[src/rtl/jtag_tap_sequencer.sv]
// JTAG master: divides clk_i into TCK and walks the 1149.1 TAP through reset,
// IR/DR scans or idle clocks, one command at a time, returning captured TDO.
module jtag_tap_sequencer #(
  parameter int CLK_DIV = 4,
  parameter int MAX_LEN = 64
) (
  input  logic               clk_i,
  input  logic               rst_i,
  input  logic               cmd_valid_i,
  output logic               cmd_ready_o,
  input  logic [1:0]         cmd_op_i,
  input  logic [6:0]         cmd_len_i,
  input  logic [MAX_LEN-1:0] cmd_data_i,
  output logic               rsp_valid_o,
  input  logic               rsp_ready_i,
  output logic [MAX_LEN-1:0] rsp_data_o,
  output logic               busy_o,
  output logic               tck_o,
  output logic               tms_o,
  output logic               td_o,
  input  logic               td_i
);

  typedef enum logic [2:0] {IDLE, HEAD, SHIFT, TAIL, RSP} state_t;

  localparam int             CW        = $clog2(2 * CLK_DIV) > 0 ? $clog2(2 * CLK_DIV) : 1;
  localparam logic [CW-1:0]  HALF_LAST = CW'(CLK_DIV - 1);
  localparam logic [CW-1:0]  SAMPLE    = CW'(CLK_DIV);
  localparam logic [CW-1:0]  BIT_LAST  = CW'(2 * CLK_DIV - 1);
  localparam logic [6:0]     LEN_MAX   = 7'(MAX_LEN);

  state_t             state;
  logic [1:0]         op;
  logic [6:0]         len;
  logic [6:0]         shift_left;
  logic [6:0]         seq_left;
  logic [5:0]         seq_tms;
  logic [CW-1:0]      cnt;
  logic [MAX_LEN-1:0] tdi_sr;
  logic [MAX_LEN-1:0] cap;
  logic [MAX_LEN-1:0] cap_nxt;
  logic [6:0]         scan_len;
  logic [7:0]         shamt;
  logic               bit_end;
  logic               is_scan;

  assign cmd_ready_o = (state == IDLE);
  assign busy_o      = (state != IDLE);
  assign bit_end     = (cnt == BIT_LAST);
  assign is_scan     = op[0] ^ op[1];
  assign shamt       = 8'(MAX_LEN) - {1'b0, len};

  always_comb begin
    scan_len = cmd_len_i;
    if (cmd_len_i == '0)
      scan_len = 7'd1;
    else if (cmd_len_i > LEN_MAX)
      scan_len = LEN_MAX;
  end

  // TDO enters from the MSB side on the first high-phase cycle of each shift bit
  always_comb begin
    cap_nxt = cap;
    if (state == SHIFT && cnt == SAMPLE)
      cap_nxt = {td_i, cap[MAX_LEN-1:1]};
  end

  always_ff @(posedge clk_i) begin
    if (rst_i) begin
      state       <= IDLE;
      op          <= '0;
      len         <= '0;
      shift_left  <= '0;
      seq_left    <= '0;
      seq_tms     <= '0;
      cnt         <= '0;
      tdi_sr      <= '0;
      cap         <= '0;
      tck_o       <= 1'b0;
      tms_o       <= 1'b1;
      td_o        <= 1'b0;
      rsp_valid_o <= 1'b0;
      rsp_data_o  <= '0;
    end else begin
      case (state)
        IDLE: begin
          if (cmd_valid_i) begin
            op         <= cmd_op_i;
            len        <= scan_len;
            tdi_sr     <= cmd_data_i;
            cap        <= '0;
            cnt        <= '0;
            tck_o      <= 1'b0;
            td_o       <= 1'b0;
            rsp_data_o <= '0;
            state      <= HEAD;
            // head TMS patterns are stored LSB-first
            case (cmd_op_i)
              2'b00: begin seq_tms <= 6'b011111; seq_left <= 7'd6; tms_o <= 1'b1; end
              2'b01: begin seq_tms <= 6'b000011; seq_left <= 7'd4; tms_o <= 1'b1; end
              2'b10: begin seq_tms <= 6'b000001; seq_left <= 7'd3; tms_o <= 1'b1; end
              default: begin
                seq_tms  <= '0;
                seq_left <= cmd_len_i;
                tms_o    <= 1'b0;
                if (cmd_len_i == '0) begin
                  state       <= RSP;
                  rsp_valid_o <= 1'b1;
                end
              end
            endcase
          end
        end

        HEAD, SHIFT, TAIL: begin
          cap <= cap_nxt;
          if (!bit_end) begin
            cnt   <= cnt + 1'b1;
            tck_o <= (cnt >= HALF_LAST);
          end else begin
            cnt   <= '0;
            tck_o <= 1'b0;
            if (state == SHIFT) begin
              if (shift_left != '0) begin
                shift_left <= shift_left - 1'b1;
                tms_o      <= (shift_left == 7'd1);
                td_o       <= tdi_sr[0];
                tdi_sr     <= {1'b0, tdi_sr[MAX_LEN-1:1]};
              end else begin
                // tail (Exit1 -> Update -> Idle) reuses the head sequencer
                state    <= TAIL;
                seq_tms  <= 6'b000001;
                seq_left <= 7'd2;
                tms_o    <= 1'b1;
                td_o     <= 1'b0;
              end
            end else if (seq_left > 7'd1) begin
              seq_left <= seq_left - 1'b1;
              seq_tms  <= {1'b0, seq_tms[5:1]};
              tms_o    <= seq_tms[1];
              td_o     <= 1'b0;
            end else if (state == HEAD && is_scan) begin
              state      <= SHIFT;
              shift_left <= len - 1'b1;
              tms_o      <= (len == 7'd1);
              td_o       <= tdi_sr[0];
              tdi_sr     <= {1'b0, tdi_sr[MAX_LEN-1:1]};
            end else begin
              state       <= RSP;
              rsp_valid_o <= 1'b1;
              tms_o       <= 1'b0;
              td_o        <= 1'b0;
              if (state == TAIL)
                rsp_data_o <= cap >> shamt;
            end
          end
        end

        RSP: begin
          tck_o <= 1'b0;
          tms_o <= 1'b0;
          if (rsp_ready_i) begin
            rsp_valid_o <= 1'b0;
            state       <= IDLE;
          end
        end

        default: state <= IDLE;
      endcase
    end
  end

endmodule

[config.mk]
export PLATFORM = sky130hd
export DESIGN_NAME = jtag_tap_sequencer
export DESIGN_NICKNAME = d
export VERILOG_FILES = /design/src/rtl/jtag_tap_sequencer.sv
export SDC_FILE = /design/constraint.sdc
export NUM_CORES = 1
export LEC_CHECK = 0
export CAP_MARGIN = 20
export CELL_PAD_IN_SITES_DETAIL_PLACEMENT = 0
export CELL_PAD_IN_SITES_GLOBAL_PLACEMENT = 1
export CORE_ASPECT_RATIO = 1.75
export CORE_MARGIN = 8
export CORE_UTILIZATION = 46
export CTS_CLUSTER_DIAMETER = 40
export DETAILED_ROUTE_END_ITERATION = 10
export GPL_TIMING_DRIVEN = 0
export PLACE_DENSITY_LB_ADDON = 0.3
export REMOVE_ABC_BUFFERS = 1
export SETUP_SLACK_MARGIN = 0.02
export SLEW_MARGIN = 10
export SYNTH_ARGS = -nofsm -noshare
export SYNTH_HDL_FRONTEND = slang
export SYNTH_SLANG_ARGS = --single-unit
[constraint.sdc]
create_clock -name clk_i -period 5.38 [get_ports clk_i]
set_input_delay 0.538 -clock clk_i [delete_from_list [all_inputs] [get_ports clk_i]]
set_output_delay 0.538 -clock clk_i [all_outputs]
set_load 0.02 [all_outputs]
# Yosys cells after proc, flatten, opt, wreduce, memory -nomap -nowiden

Index checks and enable logic that the tools add are counted.

Output and inout port bits: 70
Word-level logic and storage cells: 150
Register bits: 231

Magnitude comparators: 3
Reduce and logical (&&, ||, !) cells: 24
Equal/unequal tests: 27
$add $sub $neg: 5
Shifts and indexed selects: 1
Bitwise operators: 1
Mux-type cells: 75

Operators by type and width:

| operator              | count |
|---|---|
| $mux W64              | 13 |
| $pmux W64 S2          | 3 |
| $mux W7               | 11 |
| $shr A64 B8 Y64       | 1 |
| $mux W3               | 11 |
| $mux W6               | 5 |
| $mux W1               | 22 |
| $pmux W7 S3           | 1 |
| $sub A7 B1 Y7 const B | 3 |
| $ne A2 B2 Y1 const B  | 10 |
| $ne A3 B3 Y1 const B  | 5 |
| $pmux W5 S3           | 1 |
| $reduce_and A5 Y1     | 3 |
| $eq A7 B1 Y1 const B  | 2 |
| $pmux W7 S2           | 1 |
| $pmux W6 S2           | 1 |
| $eq A3 B3 Y1 const B  | 3 |
| $pmux W1 S3           | 3 |
| $pmux W3 S3           | 1 |
| $reduce_and A3 Y1     | 3 |
| $reduce_and A9 Y1     | 1 |
| $sub A7 B7 Y8 const A | 1 |
| $gt A7 B1 Y1 const B  | 1 |
| $gt A7 B7 Y1 const B  | 1 |
| 21 further kinds      | 29 |

# Longest topological paths before layout

Gate-level depths: netlist of run 1.

Depth in word-level cells: 8
Gate-level depth with buffers: 14

# Least setup slack after synthesis of run 1

Ideal clock, no wire load.

Kind: reg2reg
Start: reg len[0]
End: reg rsp_data_o[14]
Clock period less this slack: 3.334 ns
Path slack: 2.046 ns
Arrival time: 3.202 ns
Cell stages (with the launch flop): 12
Required time: 5.248 ns
Library setup time: 0.132 ns
Cells stage by stage: dfxtp_1 -> buf_2 -> buf_2 -> clkinv_1 -> ha_1 -> xor2_1 -> mux4_2 -> mux4_2 -> nand2_1 -> nor2_1 -> o21ai_0 -> a31oi_1

Longest elaborated chain between the ends: 8

RTL lines:

| item                   | line | text |
|---|---|---|
| from (decl)            | 34   | `logic [6:0] len;` |
| from (signal assigned) | 89   | `len <= scan_len;` |
| $sub A7 B7 Y8          | 51   | `assign shamt = 8'(MAX_LEN) - {1'b0, len};` |
| $shr A64 B8 Y64        | 154  | `rsp_data_o <= cap >> shamt;` |
| $mux W64               | 153  | `if (state == TAIL)` |
| $mux W64               | 142  | `end else if (state == HEAD && is_scan) begin` |
| $mux W64               | 137  | `end else if (seq_left > 7'd1) begin` |
| $mux W64               | 123  | `if (state == SHIFT) begin` |
| $mux W64               | 117  | `if (!bit_end) begin` |
| $pmux W64 S2           | 85   | `case (state)` |
| to (signal assigned)   | 154  |  |
| to (decl)              | 16   | `output logic [MAX_LEN-1:0] rsp_data_o,` |

Every way passes these cells. The select of a mux whose other input is x is not followed.
A chain may end at the register's enable or synchronous reset.

# Final worst setup path of run 1

Start: reg len[0]
End: reg rsp_data_o[4]

The elaborated chain is that of the path after synthesis.

==> out/metrics.yaml, run 1 <==
outcome: "finished clean"
die-area_mm2: 0.03524
reg2reg_to: "rsp_data_o[4]"
port-buffer-count: 147
die_width_um: 145.4
synth_flop_cell: "dfxtp_1"
startpoint_type: "flop"
hold_path_depth: 2
drt-met1-wl_um: 16680
cts_tree: "built"
async_flop_share_pct: 0
wl_met3_um: 2290
maxSlewViolCount: 0
vias: 12978
first_iter_violations: 985
die_h_um: 242.4
fin_tns_setup_ns: 0
routed.top_layer: "met4"
p_leak_nw: 5.534
met2WireLength_um: 22910
area_growth_pct: 21.58
synth_area_per_cell_um2: 8.111
hp-start: "rst_i"
slew_headroom_pct: 19.22
p_switching_mw: 1.690
nets: 1802
core_mm2: 0.02908
whs_ns: 0.3527
grt_max_degree: 140
grt_util_all_layers_pct: 25.28
fillCellCount: 2733
p_per_area_mw_per_mm2: 314.9
cp-end-kind: "flop"
synth_cell_types: 84
ir_drop_mv: 0.3076
cts-buffers-inserted: 28
diodes: 0
required_ns: 5.88
drive_above_1_share_pct: 11.11
start_util_pct: 46.33
cts_resized: 0
htreeDepth: 1
finalHoldViolations: 0
drt-vias-per-instance: 6.125
critPathKind: "reg2reg"
syn_inst: 1661
r2r-start: "len[0]"
rsz0062_at_grt: "no"
rows: 83
min_path_type: "in2reg"
setup_viol: 0
fin_crit_sh_pct: 74.21
whs_endpoint: "seq_left[5]"
insertion_delay_ns: 0.57
synth_edf_count: 0
min_period_ns: 3.992
cts.path.max_buffers: 3
cts_hold_buf: 0
ys_seq_area_share_pct: 34.03
cts_setup_buffers: 0
wirelength_um: 45420
crit_fanout: 67
grt_overflow: 0
grt_first_pass_wirelength_um: 72810
max_freq_ghz: 0.2505
cts.sinks: 229
yosys_warnings: 0
grt_pass1_vias: 12955
ys_ff_latch: 229
worst_pin_slew_ns: 1.212
root_buffer: "clkbuf_16"
reg2reg_depth: 8
drv_cap: 0
final_core_util_pct: 56.33
pwr-share-seq_pct: 36.3
route.antenna.remaining_nets: 0
hpwl_um: 33450
netlist_area_mm2: 0.01347
clock_power_share_pct: 40.2
io_pins: 148
p_comb_share_pct: 23.5
routedWlPerCell_um: 21.43
place_congestion: 0.9749
skew_ns: 0.03274
p_sw_share_pct: 32.78
drc: 0
clk_pin_slew_ns: 0.06
cp_data_arrival_time_ns: 4.50
first_pass_iters: 6
p_int_mw: 3.467
antenna_found_initial: 0
rrSetupSlack_ns: 1.39
per-layer routing:
layer | GRT usage (%) | vias to the layer above
met5 | 0 | -
met4 | 18.95 | 0
met3 | 3.571 | 133
met2 | 44.94 | 459
met1 | 26.65 | 6155
li1 | - | 6231
sequential cells by signal, summed over array words and instances, names as in the netlist:
name and cells:
cap 64, cnt 3, len 7, op 2
rsp_data_o 64, rsp_valid_o 1, seq_left 7, seq_tms 4
shift_left 7, state 3, tck_o 1, td_o 1
tdi_sr 64, tms_o 1
cells by family (layout without fill, tap and decap cells):
logic type	Yosys count	count (layout)	synth area share [%]
AND/OR/NAND/NOR	691	691	22.77
adder cells (fa/ha/maj)	9	9	0.8358
AO/OA/AOI/OAI	450	450	23.42
buffers and inverters	160	236	5.052
flip-flops	229	229	34.03
multiplexers	117	117	13.57
XOR/XNOR	5	5	0.3251
layout make-up:
| cell class | count | area [µm²] | share of cell area (%) |
|---|---|---|---|
| inverter | 14 | 52.55 | 0.3208 |
| sequential | 229 | 4588 | 28.01 |
| tap | 382 | 478.0 | 2.918 |
| timing repair buffer | 170 | 1896 | 11.57 |
| clock buffer | 32 | 725.7 | 4.430 |
| clock inverter | 20 | 310.3 | 1.894 |
| multi-input combinational | 1272 | 8330 | 50.86 |
worst max-delay path by stage:
stage                     startpoint             end  slack, ns
final                         len[0]   rsp_data_o[4]       1.39
after global placement        len[0]  rsp_data_o[28]      -6.38
after floorplan               len[0]  rsp_data_o[31]      -3.43
after detailed placement      len[0]   rsp_data_o[4]       1.43
after global routing          len[0]   rsp_data_o[4]       1.21
after CTS                     len[0]   rsp_data_o[4]       1.42
cell usage after synthesis (6+ instances only):
| cell type | count | share of area [%] |
|---|---|---|
| nand4_1 | 6 | 0.28 |
| a22o_1 | 15 | 0.98 |
| nand3_1 | 89 | 3.3 |
| dfxtp_1 | 229 | 34 |
| nor3_1 | 24 | 0.89 |
| a21o_1 | 7 | 0.39 |
| o2bb2ai_1 | 6 | 0.39 |
| a31oi_1 | 19 | 0.88 |
| buf_2 | 34 | 1.3 |
| a221o_1 | 11 | 0.82 |
| o21ai_0 | 51 | 1.9 |
| a32oi_1 | 8 | 0.52 |
| ha_1 | 9 | 0.84 |
| mux2_2 | 15 | 1.3 |
| clkbuf_1 | 87 | 2.4 |
| buf_1 | 17 | 0.47 |
| nand2b_1 | 8 | 0.37 |
| mux2i_1 | 51 | 3.8 |
| a21oi_1 | 129 | 4.8 |
| nand3b_1 | 7 | 0.39 |
| and2_1 | 8 | 0.37 |
| o221ai_1 | 7 | 0.46 |
| nor2_1 | 166 | 4.6 |
| o211ai_1 | 15 | 0.84 |
| nand2_1 | 332 | 9.2 |
| o22ai_1 | 9 | 0.42 |
| mux4_2 | 51 | 8.5 |
| a22oi_1 | 36 | 2.0 |
| buf_4 | 6 | 0.33 |
| a311oi_1 | 66 | 4.3 |
| o21a_1 | 12 | 0.67 |
| inv_1 | 13 | 0.36 |
| a211oi_1 | 15 | 0.84 |
critical path, cell delays in order, from the launching register on:
cell	delay [ns]
dfxtp_4	0.57
clkinv_1	0.38
ha_4	0.91
nor2_1	0.15
a2111oi_2	0.85
nor2_1	0.08
nor2_1	0.61
nand3_1	0.14
a31oi_1	0.18
power groups by stage:
stage	Sequential (mW)	Clock (mW)	Combinational, mW
after floorplan	1.90	0	0.739
after global placement	1.92	0	1.12
after detailed placement	1.91	0	1.21
after CTS	1.87	2.10	1.21
after global routing	1.89	2.18	1.32
final	1.87	2.07	1.21
cell usage in the layout, fill, tap and decap left out, types with 5 or more instances in the layout:
cell             instances
a221o_1                 11
mux2i_1                 51
mux2_2                  15
ha_1                     8
buf_12                   9
nand3b_1                 7
nand2_1                331
nor3_1                  23
nand3_1                 89
o21a_1                  10
buf_16                   5
clkinv_4                 6
a311oi_1                66
nand2b_1                 8
o2bb2ai_1                6
mux4_2                  51
clkdlybuf4s50_1        146
buf_6                    5
o21ai_0                 51
nor2b_1                  5
clkbuf_16               28
a21o_1                   7
dfxtp_1                228
a21oi_1                129
o22ai_1                  9
and2_1                   8
o221ai_1                 7
a22o_1                  15
and3_1                   5
a32oi_1                  8
a31oi_1                 19
a211oi_1                15
a22oi_1                 36
inv_1                   12
nor2_1                 164
o211ai_1                15
bufinv_16                5
nand4_1                  6
stage by stage:
stage	instances	area (µm²)	setup slack, ns	power (mW)
after CTS	2119	16380	1.420	5.183
after floorplan	1515	12840	-3.426	2.640
after detailed placement	2067	15340	1.434	3.116
after global placement	2044	14790	-6.381	3.034
after global routing	2119	16380	1.210	5.389
final	2119	16380	1.388	5.158
Note: power is estimated with default switching activity, not from simulation.
==> inputs of run 2 (changes only) <==
CORE_UTILIZATION = 39   (was 46)
clock period = 3.5 ns   (was 5.38 ns; I/O delays follow)
==> run 2 against run 1 <==
Net effect:
- register-to-register slack got worse by 1.3 ns
- flip-flop and latch count stayed put
- count of clock-buffer cells in the layout is 7 higher
- clock skew shrank 0.0074 ns
- cell area increased by 2.3%
- hold slack got worse by 0.11 ns
- critical path depth down 1
- sequential power rose by 54%
- maximum frequency rose by 17%
- sequential share of layout area is 0.63 points lower
- via count is 1.2% higher
- critical path type unchanged
- largest cell class unchanged
- highest routed layer unchanged
==> out/metrics.yaml, run 2 (synthesis gave the netlist of run 1 again) <==
outcome: "finished clean"
cts_tree: "built"
p_sw_share_pct: 33.17
dp_cells: 2147
p_per_area_mw_per_mm2: 478.9
drc: 0
die-area_mm2: 0.04098
die_h_um: 261.9
drive_above_1_share_pct: 12.58
worst_pin_slew_ns: 1.038
p_int_mw: 5.364
crit_fanout: 28
fillCellCount: 3392
nets: 1820
root_buffer: "clkbuf_16"
fin_crit_sh_pct: 97.58
top_regs: "cap: 64 flops, rsp_data_o: 64 flops, tdi_sr: 64 flops"
startpoint_type: "flop"
fin_tns_setup_ns: 0
route.antenna.remaining_nets: 0
die_width_um: 156.5
min_path_type: "in2reg"
crit_slowest_cell: "or4_4"
clock_power_share_pct: 39.5
cts.sinks: 229
rows: 90
io_pins: 148
first_iter_violations: 845
wirelength_um: 48120
critical_path.cell_chain: "or4_4 -> o21a_2 -> nor2_4 -> a22o_1 -> a21oi_1 -> o21ai_0 -> a22o_1"
finalHoldViolations: 0
core_mm2: 0.03423
p_leak_nw: 5.656
cts.path.max_buffers: 3
critical_path.max_stage_delay_ns: 0.71
layout_commonest_cell: "nand2_1"
grt_overflow: 0
drt-vias-per-instance: 5.927
cp_data_arrival_time_ns: 3.92
drv_cap: 0
cts-buffers-inserted: 31
diodes: 0
ir_drop_mv: 0.4078
first_pass_iters: 5
clk_pin_slew_ns: 0.06
required_ns: 4.01
vias: 13140
port-buffer-count: 147
critPathKind: "reg2reg"
total_power_mw: 8.026
mostFrequentLayoutCells: "nand2_1, dfxtp_1, nor2_1, clkdlybuf4s50_1, a21oi_1"
setup_viol: 0
grt_max_degree: 116
routedWlPerCell_um: 21.71
grt_first_pass_wirelength_um: 74380
cp-end-kind: "flop"
max_freq_ghz: 0.2928
rsz0062_at_grt: "yes"
area_growth_pct: 24.39
htreeDepth: 1
min_period_ns: 3.415
stdcell_count: 2217
start_util_pct: 39.36
insertion_delay_ns: 0.58
grt_pass1_vias: 12790
hpwl_um: 34800
maxSlewViolCount: 0
grt_util_all_layers_pct: 23.02
skew_ns: 0.02531
pwr-share-seq_pct: 35.9
place_congestion: 0.9575
p_switching_mw: 2.663
slew_headroom_pct: 30.25
cpMostUsedCell: "a22o_1"
p_comb_share_pct: 24.6
antenna_found_initial: 0
[run 2: changes by cell type in the layout (fill, tap and decap cells not counted), moves of 4 or more]
cell       before  now
clkinv_2        0    6
clkinv_4        6    1
clkinv_8        4    0
clkbuf_16      28   32
buf_4           2    9
[run 2: worst paths after layout]
| path | from | to | slack (ns) | cells after the start |
|---|---|---|---|---|
| hold reg to reg | rsp_data_o[28] | rsp_data_o[28] | 0.45 | 2 |
| hold / removal | rst_i | seq_tms[4] | 0.24 | 2 |
| setup / recovery | len[2] | rsp_data_o[37] | 0.08 | 7 |
| setup reg to reg | len[2] | rsp_data_o[37] | 0.08 | 7 |
[run 2: through the flow]
stage	area, µm²	hold WS (ns)	setup slack (ns)	utilization (%)
after global routing	16760	0.2600	0.01435	48.95
after global placement	14890	0.4362	-8.642	43.50
final	16760	0.2379	0.08462	48.95
after detailed placement	15490	0.4442	-1.010	45.25
after CTS	16620	0.2305	0.04832	48.56
after floorplan	12840	0.4191	-5.306	-
[run 2: critical path, delay by kind of cell, from the launching register on]
kind,cells,cell delay (ns)
AO/OA/AOI/OAI,5,1.65
flip-flops,1,0.48
AND/OR/NAND/NOR,2,1.19
[run 2: repair_timing]
action	CTS	global route
pin swaps	2	4
gates cloned	1	0
resized for setup	11	7
hold buffers	0	0
setup buffers	4	7
endpoints found under the hold margin	0	0
endpoints found under the setup margin	70	12
[run 2: layout make-up]
class | instances | area (µm²) | share of cell area (%)
Timing Repair Buffer | 184 | 2069 | 12.35
Clock buffer | 39 | 847.1 | 5.054
Inverter | 14 | 53.80 | 0.3210
Sequential cell | 229 | 4588 | 27.38
Multi-Input combinational cell | 1273 | 8439 | 50.36
Clock inverter | 18 | 185.2 | 1.105
Tap cell | 460 | 575.6 | 3.434
[run 2: power groups by stage]
stage	clock network (mW)	registers, mW	logic [mW]
6_report	3.17	2.88	1.98
3_3_place_gp	0	2.95	1.74
2_1_floorplan	0	2.92	1.14
4_1_cts	3.24	2.88	1.94
3_5_place_dp	0	2.94	1.89
5_1_grt	3.34	2.90	2.15
[run 2: metal layers]
layer / track usage (%) / wire [µm]
met1: 24.34 / 17760
met5: 0 / 0
met2: 40.87 / 24100
met3: 3.161 / 2325
met4: 17.32 / 3935
==> inputs of run 3 (changes only) <==
SLEW_MARGIN = default   (was 10)
==> run 3 against run 2 <==
Net effect:
- combinational power about the same
- core utilization about the same
- critical endpoint unchanged
- global-route usage is essentially flat
- hold slack got worse by 0.062 ns
- flip-flop and latch count is the same
- largest power group unchanged
- cell area barely moved
- maximum frequency is essentially flat
- first-iteration DRC count grew 6.3%
- via count down 0.80%
- die area did not move
==> out/metrics.yaml, run 3 (synthesis gave the netlist of run 1 again) <==
pwr-share-seq_pct: 35.7
whs_endpoint: "seq_left[6]"
vias: 13035
cp-end-kind: "flop"
diodes: 0
grt_pass1_vias: 12863
mostFrequentLayoutCells: "nand2_1, dfxtp_1, nor2_1, clkdlybuf4s50_1, a21oi_1"
p_comb_share_pct: 24.2
finalHoldViolations: 0
crit_slowest_cell: "or2_4"
grt_first_pass_wirelength_um: 74320
grt_max_degree: 139
grt_overflow: 0
layout_commonest_cell: "nand2_1"
hp-start: "rst_i"
p_per_area_mw_per_mm2: 481.3
maxSlewViolCount: 0
startpoint_type: "flop"
htreeDepth: 1
critPathKind: "reg2reg"
port-buffer-count: 147
drive_above_1_share_pct: 12.54
min_period_ns: 3.414
nets: 1816
insertion_delay_ns: 0.58
wirelength_um: 48340
root_buffer: "clkbuf_16"
rrSetupSlack_ns: 0.09
ir_drop_mv: 0.3993
p_switching_mw: 2.683
start_util_pct: 39.36
dp_cells: 2146
clock_power_share_pct: 40.1
cts_tree: "built"
cts-buffers-inserted: 31
drt-vias-per-instance: 5.888
min_path_type: "in2reg"
die_width_um: 156.5
die_h_um: 261.9
outcome: "finished clean"
skew_ns: 0.02844
total_power_mw: 8.063
first_iter_violations: 898
cp_data_arrival_time_ns: 3.92
setup_viol: 0
stdcell_count: 2214
rows: 90
reg2reg_depth: 8
slew_headroom_pct: 32.69
crit_fanout: 48
place_congestion: 0.9575
max_freq_ghz: 0.2929
cpMostUsedCell: "nand2_1"
routedWlPerCell_um: 21.83
final_core_util_pct: 48.94
area_growth_pct: 24.34
fin_crit_sh_pct: 97.55
top_regs: "cap: 64 flops, rsp_data_o: 64 flops, tdi_sr: 64 flops"
antenna_found_initial: 0
first_pass_iters: 5
p_int_mw: 5.380
hold_path_depth: 2
worst_pin_slew_ns: 1.009
core_mm2: 0.03423
critical_path.max_stage_delay_ns: 0.63
fin_tns_setup_ns: 0
clk_pin_slew_ns: 0.06
drc: 0
route.antenna.remaining_nets: 0
drv_cap: 0
p_leak_nw: 5.636
die-area_mm2: 0.04098
grt_util_all_layers_pct: 23.06
hpwl_um: 34800
required_ns: 4.00
reg2reg_to: "rsp_data_o[37]"
r2r-start: "len[0]"
rsz0062_at_grt: "yes"
p_sw_share_pct: 33.28
cts.sinks: 229
cts.path.max_buffers: 3
critical_path.cell_chain: "buf_4 -> nor4_1 -> or2_4 -> nand2_1 -> o2bb2ai_1 -> nand2_1 -> o21ai_0 -> a22o_1"
io_pins: 148
==> run 3: cell types whose count changed in the layout (fill, tap and decap cells not counted), sizes merged <==
cell and delta:
inv +1, bufinv +1, o21ai -1, clkbuf +2, xor2 +2, clkinv -1, buf -7
==> run 3: area by class of cell <==
| class | count | area, µm² |
|---|---|---|
| Tap cell | 460 | 575.6 |
| Fill cell | 3321 | 17480 |
| Timing Repair Buffer | 179 | 2012 |
| Inverter | 14 | 53.80 |
| Clock inverter | 19 | 230.2 |
| Clock buffer | 39 | 825.8 |
| Sequential cell | 229 | 4589 |
| Multi-Input combinational cell | 1274 | 8466 |
==> run 3: critical path, delay by kind of cell (launching register included) <==
family                 cells  cell delay, ns
buffers and inverters      1            0.16
AOI/OAI and AO/OA          3            1.04
DFF                        1            0.35
and+or+nand+nor            4            1.73
==> run 3: per-stage QoR <==
stage | setup WS, ns | area, µm² | hold slack (ns)
global placement | -8.642 | 14890 | 0.4362
finish | 0.08583 | 16750 | 0.1754
CTS | 0.04330 | 16640 | 0.1728
global route | 0.002289 | 16750 | 0.1860
floorplan | -5.306 | 12840 | 0.4191
detailed placement | -0.8540 | 15450 | 0.4442
==> run 3: repair_timing <==
| item | in CTS | in global routing |
|---|---|---|
| gates resized for setup | 15 | 9 |
| hold buffers | 0 | 0 |
| endpoints found under the setup margin | 68 | 23 |
| pin swaps | 1 | 3 |
| cloned | 1 | 1 |
| setup buffers | 5 | 1 |
==> run 3: routing by layer <==
metal  wire length (µm)  part of all wire (%)  track usage, %  vias to the layer above
li1                   -                     -               -                     6255
met3               2418                   5.0           3.375                      145
met5                  0                     0               0                        -
met1              17940                    37           24.60                     6182
met4               3326                   6.9           15.36                        0
met2              24660                    51           41.43                      453
==> run 3: worst max path at each step <==
stage	depth (start not counted)	startpoint	endpoint	slack, ns
after detailed placement	12	len[0]	rsp_data_o[20]	-0.85
after floorplan	9	len[0]	rsp_data_o[31]	-5.31
final	8	len[0]	rsp_data_o[37]	0.09
after global placement	8	len[0]	rsp_data_o[14]	-8.64
after global routing	8	len[0]	rsp_data_o[37]	0.002
after CTS	9	len[0]	rsp_data_o[43]	0.04
==> run 3: power by group through the flow <==
stage / Sequential (mW) / Clock [mW] / Combinational [mW]
floorplan: 2.92 / 0 / 1.14
global placement: 2.95 / 0 / 1.74
detailed placement: 2.94 / 0 / 1.87
CTS: 2.88 / 3.31 / 1.91
global route: 2.90 / 3.42 / 2.11
finish: 2.88 / 3.24 / 1.95
